**src/rtl/game_flow_controller.sv**
```systemverilog
// Top-level game sequencer: title -> start -> play -> hit/clear -> game-over.
// Holds the stage timer and enemy controllers in reset outside active play, tracks lives and a
// saturating score, and counts kills from falling edges of the (enabled) enemy alive vector.
//
// Ports
//   clk25        25 MHz pixel clock, all state on posedge
//   rst_n        asynchronous active-low reset
//   frame_tick   1-cycle pulse per frame
//   btn_fire     raw asynchronous fire button, rising edge used as the start key
//   player_hit   1-cycle collision pulse
//   seconds      game timer seconds
//   enemy_alive  per-enemy alive flags
//   enable_enemy per-enemy enable flags from the stage controller
//   stage_rst    holds the game timer at 0
//   enemy_rst    resets the enemy controllers
//   play_en      movement/fire allowed
//   player_blink hide the player sprite this frame (HIT only)
//   game_state   IDLE=0 START=1 PLAY=2 HIT=3 CLEAR=4 OVER=5
//   lives        remaining lives
//   score        saturating score
module game_flow_controller #(
  parameter int unsigned ENEMY_COUNT    = 23,
  parameter int unsigned LIVES_INIT     = 3,
  parameter int unsigned START_FRAMES   = 60,
  parameter int unsigned HIT_FRAMES     = 90,
  parameter int unsigned CLEAR_SEC      = 60,
  parameter int unsigned SCORE_PER_KILL = 10
) (
  input  logic                   clk25,
  input  logic                   rst_n,
  input  logic                   frame_tick,
  input  logic                   btn_fire,
  input  logic                   player_hit,
  input  logic [7:0]             seconds,
  input  logic [ENEMY_COUNT-1:0] enemy_alive,
  input  logic [ENEMY_COUNT-1:0] enable_enemy,
  output logic                   stage_rst,
  output logic                   enemy_rst,
  output logic                   play_en,
  output logic                   player_blink,
  output logic [2:0]             game_state,
  output logic [1:0]             lives,
  output logic [15:0]            score
);

  typedef enum logic [2:0] {
    StIdle  = 3'd0,
    StStart = 3'd1,
    StPlay  = 3'd2,
    StHit   = 3'd3,
    StClear = 3'd4,
    StOver  = 3'd5
  } state_e;

  state_e                 state_q, state_d;
  logic [1:0]             lives_q, lives_d;
  logic [15:0]            score_q, score_d;
  logic [7:0]             frame_cnt_q, frame_cnt_d;
  logic [ENEMY_COUNT-1:0] prev_alive_q;
  logic                   sync1_q, sync2_q, btn_prev_q;
  logic                   stage_rst_q, stage_rst_d;
  logic                   enemy_rst_q, enemy_rst_d;
  logic                   play_en_q, play_en_d;
  logic                   blink_q, blink_d;

  logic                   start_key;
  logic [ENEMY_COUNT-1:0] kill_vec;
  logic [31:0]            kill_cnt;
  logic [31:0]            score_sum;
  logic                   clear_cond;

  assign start_key  = sync2_q & ~btn_prev_q;
  // Enable masks both sides so toggling an enable bit alone can never look like a kill.
  assign kill_vec   = prev_alive_q & ~enemy_alive & enable_enemy;
  assign clear_cond = (seconds >= 8'(CLEAR_SEC)) && ((enemy_alive & enable_enemy) == '0);

  always_comb begin
    kill_cnt = '0;
    for (int i = 0; i < ENEMY_COUNT; i++) begin
      kill_cnt = kill_cnt + 32'(kill_vec[i]);
    end
    score_sum = 32'(score_q) + kill_cnt * SCORE_PER_KILL;
  end

  always_comb begin
    state_d = state_q;
    lives_d = lives_q;
    score_d = score_q;

    if (state_q == StPlay || state_q == StHit) begin
      score_d = (score_sum > 32'h0000_FFFF) ? 16'hFFFF : score_sum[15:0];
    end

    unique case (state_q)
      StIdle: begin
        if (start_key) begin
          state_d = StStart;
          lives_d = 2'(LIVES_INIT);
          score_d = '0;
        end
      end
      StStart: begin
        if (frame_tick && frame_cnt_q == 8'(START_FRAMES - 1)) state_d = StPlay;
      end
      StPlay: begin
        if (player_hit) begin
          if (lives_q <= 2'd1) begin
            state_d = StOver;
            lives_d = '0;
          end else begin
            state_d = StHit;
            lives_d = lives_q - 2'd1;
          end
        end else if (clear_cond) begin
          state_d = StClear;
        end
      end
      StHit: begin
        if (frame_tick && frame_cnt_q == 8'(HIT_FRAMES - 1)) state_d = StPlay;
      end
      StClear: begin
        if (start_key) state_d = StStart;
      end
      StOver: begin
        if (start_key) state_d = StIdle;
      end
      default: state_d = StIdle;
    endcase

    if (state_d != state_q) begin
      frame_cnt_d = '0;
    end else if (frame_tick) begin
      frame_cnt_d = frame_cnt_q + 8'd1;
    end else begin
      frame_cnt_d = frame_cnt_q;
    end

    // Outputs derive from next state so they change on the same edge as game_state.
    stage_rst_d = 1'b1;
    enemy_rst_d = 1'b1;
    play_en_d   = 1'b0;
    blink_d     = 1'b0;
    if (state_d == StPlay || state_d == StHit) begin
      stage_rst_d = 1'b0;
      enemy_rst_d = 1'b0;
      play_en_d   = 1'b1;
    end
    if (state_d == StHit) blink_d = frame_cnt_d[2];
  end

  always_ff @(posedge clk25 or negedge rst_n) begin
    if (!rst_n) begin
      state_q      <= StIdle;
      lives_q      <= '0;
      score_q      <= '0;
      frame_cnt_q  <= '0;
      prev_alive_q <= '0;
      sync1_q      <= 1'b0;
      sync2_q      <= 1'b0;
      btn_prev_q   <= 1'b0;
      stage_rst_q  <= 1'b1;
      enemy_rst_q  <= 1'b1;
      play_en_q    <= 1'b0;
      blink_q      <= 1'b0;
    end else begin
      state_q      <= state_d;
      lives_q      <= lives_d;
      score_q      <= score_d;
      frame_cnt_q  <= frame_cnt_d;
      prev_alive_q <= enemy_alive & enable_enemy;
      sync1_q      <= btn_fire;
      sync2_q      <= sync1_q;
      btn_prev_q   <= sync2_q;
      stage_rst_q  <= stage_rst_d;
      enemy_rst_q  <= enemy_rst_d;
      play_en_q    <= play_en_d;
      blink_q      <= blink_d;
    end
  end

  assign stage_rst    = stage_rst_q;
  assign enemy_rst    = enemy_rst_q;
  assign play_en      = play_en_q;
  assign player_blink = blink_q;
  assign game_state   = state_q;
  assign lives        = lives_q;
  assign score        = score_q;

endmodule
```
**config.mk**
```make
export PLATFORM = sky130hd
export DESIGN_NAME = game_flow_controller
export DESIGN_NICKNAME = d
export VERILOG_FILES = /design/src/rtl/game_flow_controller.sv
export SDC_FILE = /design/constraint.sdc
export NUM_CORES = 1
export LEC_CHECK = 0
export BUFFER_PORTS_ARGS = -buffer_cell sky130_fd_sc_hd__clkbuf_2
export CORE_UTILIZATION = 54
export DETAILED_ROUTE_END_ITERATION = 7
export MAX_ROUTING_LAYER = met4
export PLACE_DENSITY = 0.81
export SLEW_MARGIN = 30
export SYNTH_ARGS = -nofsm -noshare
export SYNTH_HDL_FRONTEND = slang
export SYNTH_SLANG_ARGS = --single-unit
```
**constraint.sdc**
```tcl
create_clock -name clk25 -period 8.8 [get_ports clk25]
set_clock_uncertainty 0.05 [all_clocks]
set_input_delay 0.44 -clock clk25 [delete_from_list [all_inputs] [get_ports clk25]]
set_output_delay 0.44 -clock clk25 [all_outputs]
set_load 0.02 [all_outputs]
```
==> impl_metrics.yaml <==
yosys:
  synth-seq-area-share: 0.4021
  async_reset_ff_frac: 1.000
  netlist_area_um2: 3612
  netlist_top_cells_area: "dfrtp_1 (39%), fa_1 (10%), ha_1 (8.0%)"
  synth_fa_ha_area_frac: 0.1794
  synth_xor_area_frac: 0.04849
  synth_top_family_by_area: "simple AND/OR/NAND/NOR gates"
  synthMuxAreaShare: 0
  yosys_warnings: 0
  synthDominantCellAreaShare: 0.3949
  ys_types: 53
  yosysTopAreaCell: "dfrtp_1"
  synth_compound_area_frac: 0.1167
  synth.avg_cell_area_um2: 10.41
  netlist_instances: 347
  synthFlopType: "dfrtp_1"
  synth-edff-count: 0
  synth.net_count: 447
  ys_ff_latch: 58
  synthSimpleGateAreaFrac: 0.2078
run:
  max_cap_viol_count: 0
finish:
  drive_gt1_frac: 0.2437
  antenna_cells: 0
  stdcell_count: 516
  area_growth_pct: 18.70
  layout.nets: 534
clock_network:
  ctsRootBufferMaster: "clkbuf_8"
  numCtsBuffers: 9
  post_cts_buffers: 0
  holdBufCountCts: 0
  clkSinkCount: 58
  insertion_delay_ns: 0.33
  cts.path.max_buffers: 2
  cts_tree: "yes"
  path_clk_slew_ns: 0.06
  cts_resized: 0
  htreeDepth: 3
placed_design:
  dpl.cell_count: 500
  gp_congestion: 0.8178
  io_buffers: 81
  dpl.hpwl_um: 5934
drt:
  drc: 0
  ant_nets: 0
  drt_iter0_markers: 73
  route.vias.total: 2807
  dr.pass1.iters: 5
  wl_per_cell_um: 14.51
  routed_wl_um: 7488
  viasPerCell: 5.440
floorplanning:
  die-area_um2: 7021
  placementRows: 29
  pin_count: 84
  die_h_um: 83.79
  initial_core_util: 0.5656
  die_w_um: 83.79
  core_um2: 6386
setup_path:
  cp_num_buf_inv: 3
  critPathSlowestCell: "fa_1"
  end_kind: "flip-flop"
  critPathMaxFanout: 9
  cp-start-kind: "flip-flop"
  crit_path_cell_trace: "nand3b_1, fa_1, fa_1, fa_1, fa_1, inv_1, fa_1, fa_1, inv_1, fa_1, inv_1, ha_1, ha_1, fa_1, a21oi_1, nor2_1, ha_1, or2_2, and3_1, a221o_1, a31oi_4, a221oi_1"
  crit_path_max_incr_delay_ns: 0.56
  path_class: "flip-flop to flip-flop"
  cpMostUsedCell: "fa_1"
  crit_family: "adder cells"
  arrival_ns: 7.46
  critPathRequiredTime_ns: 8.94
timing:
  final_hold_viol_count: 0
  setup_tns_ns: 0
  slew_headroom: 0.5123
  min_period_ns: 7.317
  slew_viol_final: 0
  fmax_mhz: 136.7
  finalCritPeriodShare: 0.8315
  worst_pin_slew_ns: 0.7316
  setup_viol: 0
  rsz0062_at_grt: "false"
power_and_ir_drop:
  p_leak_nw: 2.205
  peakVddDrop_uv: 169.3
  cellPowerDensity_nw_per_um2: 223.6
status:
  status: "finished clean"
grt:
  overflow: 0
  grt_pass1_wl_um: 12420
  antenna_found_initial: 0
  grt_max_degree: 59
  grt.total_usage: 0.2336
  grt_pass1_vias: 2802
worst_hold_path:
  hp-class: "primary input to flip-flop"
-- worst paths after layout --
| path | depth (start not counted) | slack, ns | start | end |
|---|---|---|---|---|
| worst max-delay path | 22 | 1.48 | prev_alive_q[0] | score[2] |
| worst min register to register | 0 | 0.30 | sync1_q | sync2_q |
| min in group asynchronous | 2 | 0.19 | rst_n | score[13] |
| worst max register to register | 22 | 1.48 | prev_alive_q[0] | score[2] |
| worst min-delay path | 1 | 0.16 | btn_fire | sync1_q |
| max in group asynchronous | 2 | 8.01 | rst_n | play_en |
-- layout make-up --
| cell class | instances | area, um2 |
|---|---|---|
| multi-input combinational | 249 | 1996 |
| inverter | 33 | 123.9 |
| clock buffer | 13 | 158.9 |
| clock inverter | 3 | 40.04 |
| tap | 77 | 96.34 |
| timing repair buffer | 83 | 420.4 |
| fill | 516 | 2098 |
| sequential | 58 | 1453 |
-- layout by cell type (no fill, tap or decap), types with 2 or more instances in the layout --
master     count
nor2_1        22
nor4b_1        2
or4_1          6
and3b_1        6
o2111ai_1      2
nor3_1         6
clkbuf_2      81
inv_1         33
xnor2_1       10
or2_2          3
xor2_1        10
fa_1          18
nor2b_1        6
o21ai_0       12
nand4_1        3
o211ai_1       3
and3_1         3
nand2b_1       3
dfrtp_1       57
a21o_1         4
nand2_1       13
clkbuf_8      11
ha_1          23
and2_1        23
nand3b_1      18
clkinv_2       2
a31oi_1        3
clkbuf_1       2
nand3_1        6
buf_4          2
a211oi_1       4
a21oi_1       19
-- report_power, final --
part | internal (W) | switching [W]
clock network | 0.000145 | 0.000102
logic | 0.000147 | 0.000202
registers | 0.000316 | 0.0000467
-- through the flow --
stage / setup WS (ns) / hold WS (ns) / utilization / cell area, um2 / power [W]
floorplan: 1.686 / 0.09441 / - / 3612 / 0.0006103
finish: 1.483 / 0.1644 / 0.6714 / 4288 / 0.0009590
detailed placement: 1.174 / 0.2918 / 0.6403 / 4089 / 0.0007164
CTS: 1.475 / 0.1518 / 0.6714 / 4288 / 0.0009681
global route: 1.166 / 0.1580 / 0.6714 / 4288 / 0.001025
global placement: 1.322 / 0.2877 / 0.6403 / 4089 / 0.0006980
-- routing by layer --
layer / routed length [um] / global-route usage / up-vias
li1: - / - / 1381
met4: 156 / 0.09707 / 0
met5: 0 / - / -
met3: 284 / 0.04946 / 14
met1: 3320 / 0.2762 / 1330
met2: 3726 / 0.3888 / 82
-- cell usage after synthesis, drive strengths merged (3+ instances only) --
library cell	number
dfrtp	57
inv	33
and2	23
ha	23
nor2	22
a21oi	20
fa	18
nand3b	18
nand2	13
o21ai	13
xnor2	10
xor2	10
and3b	6
nand3	6
nor2b	6
nor3	6
or4	6
a211oi	5
a21o	4
a31oi	4
buf	4
and3	3
clkbuf	3
nand2b	3
nand4	3
o211ai	3
or2	3
-- cells by family after synthesis --
| group | count (synthesis) |
|---|---|
| AOI/OAI and AO/OA | 62 |
| xor gates and xnor gates | 20 |
| adders and majority gates | 41 |
| buffers and inverters | 40 |
| DFF | 58 |
| and+or+nand+nor | 126 |
-- flip-flops by register name, indices dropped and copies added, names as in the netlist --
name	flops
prev_alive_q	23
player_blink	1
frame_cnt_q	8
play_en	1
sync2_q	1
enemy_rst	1
btn_prev_q	1
game_state	3
lives	2
score	16
sync1_q	1
Note: power is estimated with default switching activity, not from simulation.
